--- src/rtl/cell_array_arbiter_if.sv ---
// Client-side request/grant bundle for cell_array_arbiter: two clients, each
// with its own request fields, sharing one registered read-data return.
interface cell_array_arbiter_if #(
    parameter int ADDR_W = 2,
    parameter int DATA_W = 4
);
    logic              req0, req1;
    logic              we0, we1;
    logic [ADDR_W-1:0] addr0, addr1;
    logic [DATA_W-1:0] wdata0, wdata1;
    logic              gnt0, gnt1;
    logic              done0, done1;
    logic [DATA_W-1:0] rdata;

    modport master (
        output req0, req1, we0, we1, addr0, addr1, wdata0, wdata1,
        input  gnt0, gnt1, done0, done1, rdata
    );

    modport slave (
        input  req0, req1, we0, we1, addr0, addr1, wdata0, wdata1,
        output gnt0, gnt1, done0, done1, rdata
    );
endinterface

--- src/rtl/cell_array_arbiter.sv ---
// Two-client arbiter/sequencer for a word-organised binary cell array.
// Define CELL_ARB_FIXED_PRIO_EN for fixed client-0 priority (default: round-robin).
module cell_array_arbiter #(
    parameter int ADDR_W = 2,
    parameter int DATA_W = 4
) (
    input  logic                      clk,
    input  logic                      rst_n,
    cell_array_arbiter_if.slave       bus,
    output logic [(1<<ADDR_W)-1:0]    cs,
    output logic                      w,
    output logic                      r,
    output logic [DATA_W-1:0]         din,
    input  logic [DATA_W-1:0]         dout
);
    localparam int CS_W = 1 << ADDR_W;

    typedef enum logic [1:0] {IDLE, ACCESS, DONE} state_t;

    typedef struct packed {
        logic              we;
        logic [ADDR_W-1:0] addr;
        logic [DATA_W-1:0] wdata;
    } creq_t;

    state_t            state;
    logic [1:0]        req;
    creq_t [1:0]       creq;
    creq_t             sel;
    logic              win;
    logic [1:0]        gnt;
    logic [1:0]        done;
    logic [DATA_W-1:0] rdata_q;

    assign req     = {bus.req1, bus.req0};
    assign creq[0] = '{we: bus.we0, addr: bus.addr0, wdata: bus.wdata0};
    assign creq[1] = '{we: bus.we1, addr: bus.addr1, wdata: bus.wdata1};
    assign sel     = creq[win];

`ifdef CELL_ARB_FIXED_PRIO_EN
    // Client 0 always wins a tie; client 1 only gets in when client 0 is idle.
    always_comb begin
        win = ~req[0];
    end
`else
    logic ptr;

    always_comb begin
        win = (req[0] & req[1]) ? ptr : req[1];
    end

    always_ff @(posedge clk or negedge rst_n) begin
        if (!rst_n)
            ptr <= 1'b0;
        else if (state == IDLE && (req[0] | req[1]))
            ptr <= ~win;
    end
`endif

    // cs/w/r/din double as the latched request: they are loaded at the grant
    // edge and the client inputs are not looked at again until IDLE.
    always_ff @(posedge clk or negedge rst_n) begin
        if (!rst_n) begin
            state   <= IDLE;
            gnt     <= '0;
            done    <= '0;
            cs      <= '0;
            w       <= 1'b0;
            r       <= 1'b0;
            din     <= '0;
            rdata_q <= '0;
        end else begin
            case (state)
                IDLE: begin
                    done <= '0;
                    if (req[0] | req[1]) begin
                        state <= ACCESS;
                        gnt   <= win ? 2'b10 : 2'b01;
                        cs    <= {{(CS_W-1){1'b0}}, 1'b1} << sel.addr;
                        w     <= sel.we;
                        r     <= ~sel.we;
                        din   <= sel.wdata;
                    end
                end
                ACCESS: begin
                    state <= DONE;
                    if (r)
                        rdata_q <= dout;
                    done  <= gnt;
                    gnt   <= '0;
                    cs    <= '0;
                    w     <= 1'b0;
                    r     <= 1'b0;
                end
                DONE: begin
                    state <= IDLE;
                    done  <= '0;
                end
                default: begin
                    state <= IDLE;
                    gnt   <= '0;
                    done  <= '0;
                    cs    <= '0;
                    w     <= 1'b0;
                    r     <= 1'b0;
                end
            endcase
        end
    end

    assign bus.gnt0  = gnt[0];
    assign bus.gnt1  = gnt[1];
    assign bus.done0 = done[0];
    assign bus.done1 = done[1];
    assign bus.rdata = rdata_q;
endmodule

--- src/flat_wrapper.sv ---
// flat-port wrapper written by rule: the top's interface ports become plain ports
module cell_array_arbiter_flat 
#(
    parameter int ADDR_W = 2,
    parameter int DATA_W = 4
)
  (clk, rst_n, cs, w, r, din, dout, bus_req0, bus_req1, bus_we0, bus_we1, bus_addr0, bus_addr1, bus_wdata0, bus_wdata1, bus_gnt0, bus_gnt1, bus_done0, bus_done1, bus_rdata);
  cell_array_arbiter_if #(.ADDR_W(ADDR_W), .DATA_W(DATA_W)) bus_i ();
  input  logic clk;
  input  logic rst_n;
  output logic [(1<<ADDR_W)-1:0] cs;
  output logic w;
  output logic r;
  output logic [DATA_W-1:0] din;
  input  logic [DATA_W-1:0] dout;
  input wire logic [$bits(bus_i.req0)-1:0] bus_req0;
  input wire logic [$bits(bus_i.req1)-1:0] bus_req1;
  input wire logic [$bits(bus_i.we0)-1:0] bus_we0;
  input wire logic [$bits(bus_i.we1)-1:0] bus_we1;
  input wire logic [$bits(bus_i.addr0)-1:0] bus_addr0;
  input wire logic [$bits(bus_i.addr1)-1:0] bus_addr1;
  input wire logic [$bits(bus_i.wdata0)-1:0] bus_wdata0;
  input wire logic [$bits(bus_i.wdata1)-1:0] bus_wdata1;
  output wire logic [$bits(bus_i.gnt0)-1:0] bus_gnt0;
  output wire logic [$bits(bus_i.gnt1)-1:0] bus_gnt1;
  output wire logic [$bits(bus_i.done0)-1:0] bus_done0;
  output wire logic [$bits(bus_i.done1)-1:0] bus_done1;
  output wire logic [$bits(bus_i.rdata)-1:0] bus_rdata;
  assign bus_i.req0 = bus_req0;
  assign bus_i.req1 = bus_req1;
  assign bus_i.we0 = bus_we0;
  assign bus_i.we1 = bus_we1;
  assign bus_i.addr0 = bus_addr0;
  assign bus_i.addr1 = bus_addr1;
  assign bus_i.wdata0 = bus_wdata0;
  assign bus_i.wdata1 = bus_wdata1;
  assign bus_gnt0 = bus_i.gnt0;
  assign bus_gnt1 = bus_i.gnt1;
  assign bus_done0 = bus_i.done0;
  assign bus_done1 = bus_i.done1;
  assign bus_rdata = bus_i.rdata;
  cell_array_arbiter #(.ADDR_W(ADDR_W), .DATA_W(DATA_W)) u_core (.clk(clk), .rst_n(rst_n), .bus(bus_i), .cs(cs), .w(w), .r(r), .din(din), .dout(dout));
endmodule
--- config.mk ---
export PLATFORM = sky130hd
export DESIGN_NAME = cell_array_arbiter_flat
export DESIGN_NICKNAME = d
export VERILOG_FILES = /design/src/rtl/cell_array_arbiter_if.sv /design/src/rtl/cell_array_arbiter.sv /design/src/flat_wrapper.sv
export SDC_FILE = /design/constraint.sdc
export NUM_CORES = 1
export LEC_CHECK = 0
export BUFFER_PORTS_ARGS = -buffer_cell sky130_fd_sc_hd__clkbuf_2
export CAP_MARGIN = 15
export CORE_ASPECT_RATIO = 0.7
export CORE_MARGIN = 3
export CORE_UTILIZATION = 48
export DETAILED_ROUTE_END_ITERATION = 10
export HOLD_SLACK_MARGIN = 0.02
export PLACE_DENSITY = 0.92
export RECOVER_POWER = 100
export SYNTH_ARGS = -nofsm -noshare
export SYNTH_HDL_FRONTEND = slang
export SYNTH_SLANG_ARGS = --single-unit
--- constraint.sdc ---
create_clock -name clk -period 2.05 [get_ports clk]
set_input_delay 0.205 -clock clk [delete_from_list [all_inputs] [get_ports clk]]
set_output_delay 0.205 -clock clk [all_outputs]
set_load 0.03 [all_outputs]
## Word-level counts from Yosys, hierarchy flattened

Cells that the tools add are included.

| word-level totals | value |
|---|---|
| bits in registers | 21 |
| input port bits | 22 |
| output and inout port bits | 18 |
| logic and storage cells | 39 |

| cells by class | value |
|---|---|
| order comparisons | 1 |
| equal/unequal tests | 3 |
| shifts and indexed selects | 1 |
| muxes and demuxes | 15 |
| bitwise operators | 5 |
| reduce and logical (&&, ||, !) cells | 5 |

Operators with widths:

| operator | number |
|---|---|
| 7-bit 2-to-1 mux | 2 |
| 2-bit 2-to-1 mux | 4 |
| 2-bit one-hot mux with 2 select lines | 2 |
| 4-bit one-hot mux with 2 select lines | 1 |
| 2-bit AND reduction | 3 |
| 4-bit 2-to-1 mux | 1 |
| 1-bit one-hot mux with 2 select lines | 2 |
| 1-bit by 2-bit << shifter with 4-bit output (first input constant) | 1 |
| 1-bit 2-to-1 mux | 3 |
| 1-bit inverter | 3 |
| 2-bit by 1-bit == test with 1-bit output (second input constant) | 1 |
| 2-bit == test (second input constant) | 1 |
| 2-bit zero test | 1 |
| 1-bit by 2-bit less-than comparator with 1-bit output (second input constant) | 1 |
| 2-bit != test (second input constant) | 1 |
| 1-bit AND | 1 |
| 1-bit logical AND | 1 |
| 1-bit bitwise OR | 1 |

## Longest topological paths before layout

| logic depth | value |
|---|---|
| word-level depth | 7 |
| mapped depth | 5 |
| mapped depth without buffers | 5 |

## Least setup slack after synthesis

OpenSTA, ideal clock, no wires.

| path | value |
|---|---|
| kind | reg2reg |
| start point | register u_core.state[0] |
| end point | register u_core.din[0] |
| library setup time | 126 ps |
| data arrival time | 1,084 ps |
| required time | 1,924 ps |
| slack | 840 ps |
| cell stages (with the launch flop) | 5 |
| path buffers | 0 |
| clock period less this slack | 1,210 ps |
| cells stage by stage | dfrtp_1 -> nor2_2 -> o21ai_4 -> and2_1 -> a221o_1 |

| on the way | value |
|---|---|
| cells in the longest elaborated chain, start to end | 2 |

Ends and longest elaborated chain:

| element | RTL line | text |
|---|---|---|
| start, declared | cell_array_arbiter.sv:26 | `state_t state;` |
| start signal, assigned | cell_array_arbiter.sv:64 | `state <= IDLE;` |
| start signal, assigned | cell_array_arbiter.sv:77 | `state <= ACCESS;` |
| start signal, assigned | cell_array_arbiter.sv:86 | `state <= DONE;` |
| 2-bit zero test | cell_array_arbiter.sv:73 | `case (state)` |
| 2-bit AND reduction (no source line) | n/a |  |
| end signal, assigned | cell_array_arbiter.sv:82 | `din <= sel.wdata;` |
| end, declared | cell_array_arbiter.sv:13 | `output logic [DATA_W-1:0] din,` |

Every way passes these cells.
A chain may end at the register's enable or synchronous reset.

## Worst setup path in the final report

| path | value |
|---|---|
| start point | register u_core.state[0] |
| end point | register u_core.din[2] |

The elaborated chain is that of the path after synthesis.

==> qor.yml <==
ys_ff_latch: 21
cts_setup_buffers: 0
synthesis.area_um2: 897.1
r2r_cells: 4
start_util_pct: 53.83
setup_viol: 0
fmax_mhz: 694.7
grt_use_met1_pct: 22.27
firstDrtPassIters: 4
p_per_area_nw_per_um2: 1530
top_usage_layer: "met2"
p_clk_share_pct: 11.0
fin_crit_sh_pct: 70.22
synth_cell_types: 23
startpoint_type: "register"
cp.arrival_ns: 1.68
combPwrFrac_pct: 48.5
synth_most_common_cell: "dfrtp_1"
cp-end-kind: "register"
hp-class: "input port to register"
final_area_um2: 1129
cts-buffers-inserted: 3
wl_per_cell_um: 14.80
drv_cap: 0
ir_worst_vdd_v: 0.001005
io_buffers: 39
yosys-mux-area-fraction_pct: 9.484
netlist.area_leader.share_pct: 58.58
vias: 730
grt_pass1_vias: 778
synth_fa_ha_area_share_pct: 0
ys_warn_count: 0
antenna_found_initial: 0
synth_xor_area_share_pct: 0
clk_pin_slew_ns: 0.10
numClockSinks: 21
synth_seq_area_share_pct: 58.58
grt_util_met2_pct: 33.33
ctsResizeCount: 0
drt_iter0_drc: 56
num_rows: 12
ys_top_cells_by_area: "dfrtp_1 (59%), mux2_2 (5.0%), mux2i_1 (4.5%)"
gr-total-overflow: 0
cts_tree: "yes"
yosys.area.top_type: "dfrtp_1"
ys.flop_type: "dfrtp_1"
dieWidth_um: 57.67
hold_viol_final: 0
outcome: "completed"
viasPerCell: 5.290
dieArea_um2: 2432
diodes: 0
drc: 0
drive_gt1_share_pct: 27.35
use_met3_pct: 5.538
crit_slowest_cell: "dfrtp_1"
synth.avg_cell_area_um2: 12.29
h-tree-depth: 1
insertion_delay_ns: 0.29
critical_path_class: "register to register"
seqPwrFrac_pct: 40.5
ioPinCount: 40
worstPathMaxFanout: 8
place_congestion: 0.7470
cpMostUsedCell: "nor2_1"
power_switching_uw: 801.4
grt_pass1_wl_mm: 3.443
p_int_uw: 925.2
routed_wl_mm: 2.043
synth_enable_flop_cells: 0
synth_compound_area_share_pct: 17.29
setup_tns_ns: 0
cts_max_path_buffers: 2
swShare_pct: 46.42
skew_ns: 0.001446
ys_async_sr_fraction_pct: 100.0
areaGrowthSynthToFinish_pct: 25.80
holdPathStages: 2
tightest_slew_ns: 1.098
place_area_um2: 1119
layout_min_cycle_time_ns: 1.439
synthesis.nets: 95
core_um2: 1667
ant_nets: 0
p_leak_uw: 0.0005686
synth_top_family_by_area: "compound AO/OA/AOI/OAI gates"
nNetsFinal: 140
cp.required_ns: 2.29
dpl.hpwl_mm: 1.659
drv_slew: 0
holdWs_ns: 0.1332
synth_common_cells: "dfrtp_1 (21), nor2_1 (9), and2_1 (5)"
timing.slew.headroom_pct: 26.82
clockRootBuffer: "clkbuf_4"
cp_cell_sequence: "nor2_1, o21ai_4, nor2_1, a221o_1"
worst_path_largest_cell_delay_ns: 0.42
yosys.area_share.simple_pct: 12.69
track_usage_pct: 18.58
grt_max_degree: 22
rsz0062_at_grt: "false"
synthCells: 73
die_y_um: 42.17
-- logic make-up (layout without fill, tap and decap cells) --
| logic type | count (synthesis) | after routing |
|---|---|---|
| compound gates | 17 | 17 |
| buf+inv | 4 | 48 |
| flops | 21 | 21 |
| mux | 8 | 8 |
| simple gates | 23 | 23 |
-- cell type report --
type                    count  area, um^2
flip-flops and latches     21       525.5
repair buffers             40       181.4
clock buffers               4       26.28
multi-input cells          48       351.6
well taps                  21       26.28
fillers                   144       538.0
inverters                   4       17.52
-- path summary, 6_finish.rpt --
path | startpoint | end | slack, ns
worst min register to register | u_core.cs[2] | u_core.cs[2] | 0.50
worst max-delay path | u_core.state[0] | u_core.din[2] | 0.61
worst min-delay path | bus_wdata1[2] | u_core.din[2] | 0.13
max in group asynchronous | rst_n | u_core.w | 0.78
worst max register to register | u_core.state[0] | u_core.din[2] | 0.61
min in group asynchronous | rst_n | u_core.bus.rdata[2] | 0.62
-- routing by layer --
| layer | vias up | share of wire, % |
|---|---|---|
| met3 | 4 | 7.1 |
| met1 | 351 | 43 |
| met4 | 0 | 1.3 |
| li1 | 345 | - |
| met2 | 30 | 49 |
| met5 | - | 0 |
-- power by group through the flow --
| stage | registers, uW | clock network, uW | logic (uW) |
|---|---|---|---|
| 6_report | 700 | 190 | 837 |
| 5_1_grt | 724 | 219 | 906 |
| 4_1_cts | 704 | 200 | 887 |
| 3_5_place_dp | 710 | 0 | 887 |
| 3_3_place_gp | 699 | 0 | 852 |
| 2_1_floorplan | 988 | 0 | 330 |
-- repair_timing --
action                                  CTS  global route
hold buffers                              1             0
endpoints found under the setup margin    0             0
hold endpoints to repair                 21             0
-- worst max-delay path, delay by kind of cell (launching register included) --
kind,cells,cell delay (ns)
AO/OA/AOI/OAI,2,0.36
flip-flops,1,0.42
AND/OR/NAND/NOR,2,0.60
-- flip-flops by register name, indices dropped and copies added (netlist names) --
register	count
u_core.cs	4
u_core.w	1
u_core.r	1
u_core.done	2
u_core.gnt	2
u_core.bus.rdata	4
u_core.state	2
u_core.din	4
u_core.ptr	1
-- metrics by stage --
| step | utilization, % | instances | total power, uW | setup slack (ns) |
|---|---|---|---|---|
| after floorplan | - | 73 | 1317 | 0.8400 |
| after CTS | 69.29 | 138 | 1791 | 0.6815 |
| after global routing | 67.72 | 138 | 1849 | 0.4918 |
| after global placement | 67.12 | 133 | 1552 | 0.7410 |
| after detailed placement | 67.12 | 133 | 1597 | 0.6912 |
| final | 67.72 | 138 | 1727 | 0.6106 |
-- placed cells by master (no fill, tap or decap), drive strengths merged --
master,count
o32ai,1
dfrtp,21
a21o,3
mux2i,4
a21boi,1
nor2b,2
inv,4
a221o,3
and2,6
o21ai,4
a211o,1
clkbuf,43
a22o,1
o2bb2ai,3
mux2,4
dlygate4sd3,1
nor3,1
nand3,1
nor2,10
nand2,3
(Power assumes the default switching activity.)
